`src/rtl/key_switch_conditioner_pkg.sv`:
```
// Shared constants for the KEY/SW conditioner: board sizes, clock rate and debounce timing.
// Latency: n/a (constants and an elaboration-time helper only).
// Backpressure: n/a.
package key_switch_conditioner_pkg;

    // Board population of push-buttons and slide switches.
    localparam int unsigned N_KEY_DEFAULT = 2;
    localparam int unsigned N_SW_DEFAULT  = 10;

    // System clock and the hold time an input must show before it is believed.
    localparam int unsigned CLK_HZ      = 10_000_000;
    localparam int unsigned DEBOUNCE_MS = 10;
    localparam int unsigned DEBOUNCE_CYCLES_DEFAULT = (CLK_HZ / 1000) * DEBOUNCE_MS;

    // Idle (released / down) level of each raw input family as seen on the pins.
    localparam logic KEY_IDLE = 1'b1;
    localparam logic SW_IDLE  = 1'b0;

    // Counter width that holds 0 .. cycles-1; never narrower than one bit.
    function automatic int unsigned cnt_width(input int unsigned cycles);
        int unsigned w;
        w = $clog2(cycles);
        if (w < 1) begin
            w = 1;
        end
        return w;
    endfunction

endpackage : key_switch_conditioner_pkg

```
`src/rtl/key_switch_conditioner_debounce_cell.sv`:
```
// One-bit synchroniser + debouncer + edge detector for a raw asynchronous pin.
// Latency: a steady new value reaches level on the (DEBOUNCE_CYCLES+2)th edge; rise/fall pulse in that same cycle.
// Backpressure: none; the cell free-runs every cycle and pulses cannot be stalled.
module debounce_cell
    import key_switch_conditioner_pkg::*;
#(
    parameter logic        IDLE            = 1'b0,
    parameter int unsigned DEBOUNCE_CYCLES = DEBOUNCE_CYCLES_DEFAULT
) (
    input  logic ADC_CLK_10,
    input  logic reset,
    input  logic raw,
    output logic level,
    output logic rise,
    output logic fall
);

    // Counter only needs to reach DEBOUNCE_CYCLES-1, after which it is cleared by acceptance.
    localparam int unsigned     CNT_W    = cnt_width(DEBOUNCE_CYCLES);
    localparam logic [CNT_W-1:0] CNT_LAST = CNT_W'(DEBOUNCE_CYCLES - 1);
    localparam logic [CNT_W-1:0] CNT_ONE  = CNT_W'(1);

    logic             s1_q;
    logic             s2_q;
    logic             stable_q;
    logic             stable_d;
    logic [CNT_W-1:0] cnt_q;
    logic [CNT_W-1:0] cnt_d;
    logic             rise_q;
    logic             rise_d;
    logic             fall_q;
    logic             fall_d;

    // Two-flop synchroniser; resets to the idle pin level so release looks like no change.
    always_ff @(posedge ADC_CLK_10) begin
        if (reset) begin
            s1_q <= IDLE;
            s2_q <= IDLE;
        end else begin
            s1_q <= raw;
            s2_q <= s1_q;
        end
    end

    // Debounce decision: any agreement with the stable value restarts the hold count.
    always_comb begin
        stable_d = stable_q;
        cnt_d    = cnt_q;
        rise_d   = 1'b0;
        fall_d   = 1'b0;
        if (s2_q == stable_q) begin
            cnt_d = '0;
        end else if (cnt_q == CNT_LAST) begin
            stable_d = s2_q;
            cnt_d    = '0;
            rise_d   = s2_q;
            fall_d   = ~s2_q;
        end else begin
            cnt_d = cnt_q + CNT_ONE;
        end
    end

    // Debounce state and registered edge pulses; reset overrides any pending acceptance.
    always_ff @(posedge ADC_CLK_10) begin
        if (reset) begin
            stable_q <= IDLE;
            cnt_q    <= '0;
            rise_q   <= 1'b0;
            fall_q   <= 1'b0;
        end else begin
            stable_q <= stable_d;
            cnt_q    <= cnt_d;
            rise_q   <= rise_d;
            fall_q   <= fall_d;
        end
    end

    assign level = stable_q;
    assign rise  = rise_q;
    assign fall  = fall_q;

endmodule : debounce_cell

```
`src/rtl/key_switch_conditioner.sv`:
```
// Conditions raw board KEY (active-low) and SW pins into clean active-high levels and one-cycle edge pulses.
// Latency: a steady pin change is visible on the (DEBOUNCE_CYCLES+2)th rising edge after it is first sampled.
// Backpressure: none; outputs are level/pulse style and consumers must take pulses when they appear.
module key_switch_conditioner
    import key_switch_conditioner_pkg::*;
#(
    parameter int unsigned N_KEY           = N_KEY_DEFAULT,
    parameter int unsigned N_SW            = N_SW_DEFAULT,
    parameter int unsigned DEBOUNCE_CYCLES = DEBOUNCE_CYCLES_DEFAULT
) (
    input  logic             ADC_CLK_10,
    input  logic             reset,
    input  logic [N_KEY-1:0] KEY,
    input  logic [N_SW-1:0]  SW,
    output logic [N_KEY-1:0] key_level,
    output logic [N_KEY-1:0] key_press,
    output logic [N_KEY-1:0] key_release,
    output logic [N_SW-1:0]  sw_level,
    output logic [N_SW-1:0]  sw_change
);

    // Pin-polarity views straight out of the cells; KEY is still active-low here.
    logic [N_KEY-1:0] key_stable;
    logic [N_KEY-1:0] key_rise;
    logic [N_KEY-1:0] key_fall;
    logic [N_SW-1:0]  sw_rise;
    logic [N_SW-1:0]  sw_fall;

    genvar gk;
    generate
        for (gk = 0; gk < N_KEY; gk++) begin : g_key
            debounce_cell #(
                .IDLE            (KEY_IDLE),
                .DEBOUNCE_CYCLES (DEBOUNCE_CYCLES)
            ) u_cell (
                .ADC_CLK_10 (ADC_CLK_10),
                .reset      (reset),
                .raw        (KEY[gk]),
                .level      (key_stable[gk]),
                .rise       (key_rise[gk]),
                .fall       (key_fall[gk])
            );
        end
    endgenerate

    genvar gs;
    generate
        for (gs = 0; gs < N_SW; gs++) begin : g_sw
            debounce_cell #(
                .IDLE            (SW_IDLE),
                .DEBOUNCE_CYCLES (DEBOUNCE_CYCLES)
            ) u_cell (
                .ADC_CLK_10 (ADC_CLK_10),
                .reset      (reset),
                .raw        (SW[gs]),
                .level      (sw_level[gs]),
                .rise       (sw_rise[gs]),
                .fall       (sw_fall[gs])
            );
        end
    endgenerate

    // A pin falling to 0 is a press; the stable reset value 1 therefore reads as released.
    assign key_level   = ~key_stable;
    assign key_press   = key_fall;
    assign key_release = key_rise;

    // Switch consumers only care that the position moved, not which way.
    assign sw_change   = sw_rise | sw_fall;

endmodule : key_switch_conditioner

```
`config.mk`:
```
export PLATFORM = sky130hd
export DESIGN_NAME = key_switch_conditioner
export DESIGN_NICKNAME = d
export VERILOG_FILES = /design/src/rtl/key_switch_conditioner_pkg.sv /design/src/rtl/key_switch_conditioner_debounce_cell.sv /design/src/rtl/key_switch_conditioner.sv
export SDC_FILE = /design/constraint.sdc
export NUM_CORES = 1
export LEC_CHECK = 0
export CAP_MARGIN = 20
export CORE_MARGIN = 2
export CORE_UTILIZATION = 40
export DETAILED_ROUTE_END_ITERATION = 7
export PLACE_DENSITY = 0.61
export REMOVE_ABC_BUFFERS = 1
export SYNTH_ARGS = -nofsm -noshare
export SYNTH_HDL_FRONTEND = slang
export SYNTH_SLANG_ARGS = --single-unit
```
`constraint.sdc`:
```
create_clock -name ADC_CLK_10 -period 3.82 [get_ports ADC_CLK_10]
set_clock_uncertainty 0.15 [all_clocks]
set_input_delay 0.764 -clock ADC_CLK_10 [delete_from_list [all_inputs] [get_ports ADC_CLK_10]]
set_output_delay 0.764 -clock ADC_CLK_10 [all_outputs]
set_load 0.1 [all_outputs]
```
* Word level (Yosys, flattened, before mapping)
Index checks and enable logic that the tools add are counted.
** Operators by class
- Bitwise operators :: 38
- Reductions and logical operators :: 36
- Equality and inequality tests :: 24
- Add/subtract/negate cells :: 12
** Operator list (count)
- $add A17 B1 Y17 const B :: 12
- $eq A17 B17 Y1 const B :: 12
- $reduce_or A3 Y1 :: 24
- $not A1 Y1 :: 36
- $reduce_and A2 Y1 :: 12
- $eq A1 B1 Y1 :: 12
- $or A10 B10 Y10 :: 1
- $not A2 Y2 :: 1
** Storage, ports and cells
- Output and inout port bits :: 26
- Logic and storage cells :: 182
- Flip-flop bits (word level) :: 264
- Input port bits :: 14

* Longest topological paths before layout
- Word-level depth :: 3
- Mapped depth :: 8
- Depth with buffers taken out :: 5

* Modules after synthesis
Synthesis repeated with hierarchy kept, for this count alone.
** Second synthesis, totals
- Cell total of the unflattened synthesis :: 1210
- Area total of the unflattened synthesis :: 11767.5 um2
** By module, submodules not included
- debounce_cell at g_sw[0].u_cell ... :: area an instance 988.4 um2, seq. area each 440.4 um2, cells each 100, times used 9
- debounce_cell at g_key[0].u_cell ... :: area an instance 923.4 um2, seq. area each 440.4 um2, cells each 99, times used 2
- debounce_cell at g_sw[9].u_cell :: area an instance 954.7 um2, seq. area each 440.4 um2, cells each 100, times used 1
- key_switch_conditioner :: area an instance 70.1 um2, seq. area each 0.0 um2, cells each 12, times used 1

* Worst setup path before layout
No wires, ideal clock.
- Path type :: input-to-reg
- Start :: input reset
- End :: register g_key[0].u_cell.cnt_q[10]
- Slack :: 1.748 ns
- Arrival :: 1.805 ns
- Required time :: 3.553 ns
- Stages :: 6
- Setup time :: 0.117 ns
- Path buffers :: 3
- Path through :: clkbuf_1 clkbuf_1 nor2_1 o21ai_1 buf_2 nor2_1
** Between the ends
- Longest elaborated chain between the ends :: 1
** RTL lines
- start: declaration :: RTL line key_switch_conditioner.sv:12 : input logic reset,
- $reduce_or A3 Y1 (no line)
- end signal: assignment :: RTL line key_switch_conditioner_debounce_cell.sv:72 : cnt_q <= cnt_d;
- end: declaration :: RTL line key_switch_conditioner_debounce_cell.sv:27 : logic [CNT_W-1:0] cnt_q;
Every way passes these cells.
A chain may end at the register's enable or synchronous reset.

* Worst setup path after layout
- Start :: register g_sw[9].u_cell.rise_q
- End :: output sw_change[9]
** Between the ends
- Longest elaborated chain between the ends :: 1
** RTL lines
- start: declaration :: RTL line key_switch_conditioner_debounce_cell.sv:29 : logic rise_q;
- start signal: assignment :: RTL line key_switch_conditioner_debounce_cell.sv:73 : rise_q <= rise_d;
- $or A10 B10 Y10 :: RTL line key_switch_conditioner.sv:69 : assign sw_change = sw_rise | sw_fall;
- end: declaration :: RTL line key_switch_conditioner.sv:19 : output logic [N_SW-1:0] sw_change
Every way passes these cells.

==> impl_metrics.env <==
export IMPL_status="complete, no violations"
export IMPL_wl_per_cell_um=12.3
export IMPL_maxClockFrequency_mhz=331
export IMPL_via_per_inst=5.04
export IMPL_seq_power_share_pct=48.3
export IMPL_fin_crit_ps=3020
export IMPL_synth_area_top_cells="dfxtp_1 47%, xnor2_1 8.0%, nor2_1 6.9%"
export IMPL_cp_top_family="buffers and inverters"
export IMPL_hpwl_um=14100
export IMPL_critPathRequiredTime_ps=2910
export IMPL_track_usage_pct=14.3
export IMPL_grt_max_degree=26
export IMPL_grt_setup_unrepaired="false"
export IMPL_vias=8545
export IMPL_grt_pass1_wl_um=36100
export IMPL_p_leak_nw=4.05
export IMPL_yosysTopAreaCellShare_pct=46.6
export IMPL_ys_ff_latch=264
export IMPL_cts_root_buf="clkbuf_16"
export IMPL_die_h_um=172
export IMPL_syn_inst=1268
export IMPL_cts_tree="yes"
export IMPL_ant_nets=0
export IMPL_clkPwrFrac_pct=50.5
export IMPL_gp_congestion=0.830
export IMPL_cp_num_buf_inv=1
export IMPL_synth_cell_types=44
export IMPL_p_int_mw=4.61
export IMPL_tightestPinTransition_ps=1050
export IMPL_slowest_stage="clkdlybuf4s50_1"
export IMPL_ir_drop_uv=301
export IMPL_initialDrtViolationCount=481
export IMPL_syn_area_per_cell_um2=8.94
export IMPL_critPathMaxStageDelay_ps=1110
export IMPL_finalWirelength_um=20800
export IMPL_seq_area_frac_synth_pct=46.6
export IMPL_swShare_pct=19.9
export IMPL_relSlewSlack_pct=29.9
export IMPL_start_util_pct=40.7
export IMPL_grt_antenna_before_repair=0
export IMPL_num_rows=61
export IMPL_cts_setup_buffers=0
export IMPL_finalNetCount=1319
export IMPL_post_route_period_util_pct=79.0
export IMPL_crit_type="flip-flop to output port"
export IMPL_grt_pass1_vias=7825
export IMPL_maxCapViolations=0
export IMPL_fillers=2649
export IMPL_synth_largest_area_cell="dfxtp_1"
export IMPL_route_detailed_drc=0
export IMPL_die_area_um2=29700
export IMPL_die_width_um=172
export IMPL_hold_violations=0
export IMPL_setup_viol=0
export IMPL_overflow=0
export IMPL_syn2layout_area_growth_pct=14.7
export IMPL_combPwrFrac_pct=1.2
export IMPL_critPathLaunchType="flip-flop"
export IMPL_clockBufferDepth=3
export IMPL_power_density_nw_per_um2=443
export IMPL_path_cells="or2_2 > clkdlybuf4s50_1"
export IMPL_numCtsBuffers=30
export IMPL_clkTransAtPathRegs_ps=60
export IMPL_coreArea_um2=27900
export IMPL_switchingPower_mw=1.14
export IMPL_port_buffer_count=39
export IMPL_path_max_fanout=1
export IMPL_dr_pass1_iters=5
export IMPL_postLayoutCoreUtil_pct=46.6
export IMPL_insertion_delay_ps=540
export IMPL_layout_drive_gt1_share_pct=6.53
export IMPL_hold_buffers=0
export IMPL_drv_slew=0
export IMPL_ios=40
export IMPL_cp_arrival_ps=2100
export IMPL_synth_area_um2=11300
export IMPL_fin_tns_setup_ps=0
export IMPL_yosysWarnings=0
export IMPL_cts_htree_levels=1
export IMPL_hp_class="flip-flop to flip-flop"
export IMPL_end_kind="output port"
export IMPL_cts_resized_gates=0
export IMPL_insertedDiodeCount=0
export IMPL_clkSinkCount=264
-- placed cells by master (no fill, tap or decap), types with 20 or more instances in the layout --
master / netlist / layout
nor2b_1: 21 / 21
nand3_1: 86 / 86
clkdlybuf4s50_1: 0 / 38
or2_2: 20 / 20
nor2_1: 207 / 207
dfxtp_1: 264 / 264
nor4_1: 53 / 53
xor2_1: 69 / 69
a21oi_1: 21 / 21
inv_1: 42 / 42
xnor2_1: 103 / 103
nand4_1: 71 / 71
nand2_1: 41 / 41
nand2b_1: 22 / 22
clkbuf_16: 0 / 31
nor3_1: 48 / 48
-- worst register-to-register path: cells and delay by family, from the launching register on --
family / cells / cell delay (ps)
adders and majority gates: 1 / 280
and+or+nand+nor: 3 / 710
AOI/OAI and AO/OA: 1 / 840
DFF: 1 / 380
-- final timing paths --
kind	start	endpoint	slack (ps)	depth (start not counted)
worst max-delay path	g_sw[9].u_cell.rise$_SDFF_PP0_	sw_change[9]	800	2
worst min-delay path	g_key[0].u_cell.s1_q$_SDFF_PP1_	g_key[0].u_cell.s2_q$_SDFF_PP1_	250	1
worst max register to register	g_sw[9].u_cell.cnt_q[0]$_SDFF_PP0_	g_sw[9].u_cell.cnt_q[9]$_SDFF_PP0_	1300	5
worst min register to register	g_key[0].u_cell.s1_q$_SDFF_PP1_	g_key[0].u_cell.s2_q$_SDFF_PP1_	250	1
-- logic make-up (layout without fill, tap and decap cells) --
family          after synthesis  count (layout)  share of synthesized area [%]
buf+inv                      95             144                           3.92
mux                          11              11                          0.972
compound gates               42              42                           1.99
simple gates                672             672                           31.9
xor+xnor                    172             172                           13.3
flops                       264             264                           46.6
fa+ha+maj                    12              12                           1.33
-- power by group through the flow --
stage | registers [mW] | logic, mW | clock network, mW
floorplan | 2.84 | 0.0336 | 0
global placement | 2.84 | 0.0701 | 0
detailed placement | 2.84 | 0.0715 | 0
CTS | 2.78 | 0.0717 | 3.01
global route | 2.78 | 0.0786 | 3.13
finish | 2.78 | 0.0695 | 2.91
-- Yosys cell counts (all sizes together) --
library cell and instances:
xor2 69, ha 12, dfxtp 264, nand2 42
or3b 1, nor2b 21, nand4bb 3, and3 17
inv 42, nand4 72, nor4bb 10, or4 17
and4b 2, xnor2 103, nor3b 1, nor2 207
nand3 86, o41ai 2, or4b 2, and2 1
nand2b 23, or4bb 2, nor3 48, mux2i 11
o21ai 16, o31ai 3, buf 26, or3 17
a21oi 21, or2 21, nor4 54, clkbuf 27
nor4b 7, nand4b 3, and4 15
-- final cells by class --
cell class                      count  area (um2)  area share, %
Clock buffer                       44         895           6.88
Tap cell                          378         473           3.64
Sequential cell                   264        5290           40.7
Multi-Input combinational cell    909        5610           43.2
Inverter                           42         158           1.21
Clock inverter                     12         135           1.04
Timing Repair Buffer               46         442           3.40
-- flip-flops by register name, indices dropped and copies added, names as in the netlist --
register and cells:
g_sw.u_cell.s1_q 10, g_key.u_cell.s2_q 2, g_sw.u_cell.level 10, g_key.u_cell.s1_q 2
g_sw.u_cell.fall 10, g_key.u_cell.cnt_q 34, g_key.u_cell.level 2, g_key.u_cell.fall 2
g_sw.u_cell.rise 10, g_sw.u_cell.s2_q 10, g_sw.u_cell.cnt_q 170, g_key.u_cell.rise 2
-- metrics by stage --
step           instance area, um2  setup WS [ps]  hold WS (ps)  instances  power [mW]
2_1_floorplan               11000           1440           239       1215        2.87
3_3_place_gp                12000           1230           244       1638        2.91
3_5_place_dp                12000           1180           243       1639        2.91
4_1_cts                     13000            771           253       1695        5.86
5_1_grt                     13000            739           291       1695        5.99
6_report                    13000            803           253       1695        5.76
-- per-layer routing --
metal  vias to the layer above  GRT usage, %  wire length [um]
li1                       4457             -                 -
met1                      3940          19.8             10500
met2                       123          22.8              9070
met3                        25          2.61               753
met4                         0          4.02               431
met5                         -             0                 0
No activity file was read; power rests on OpenSTA's default activity.
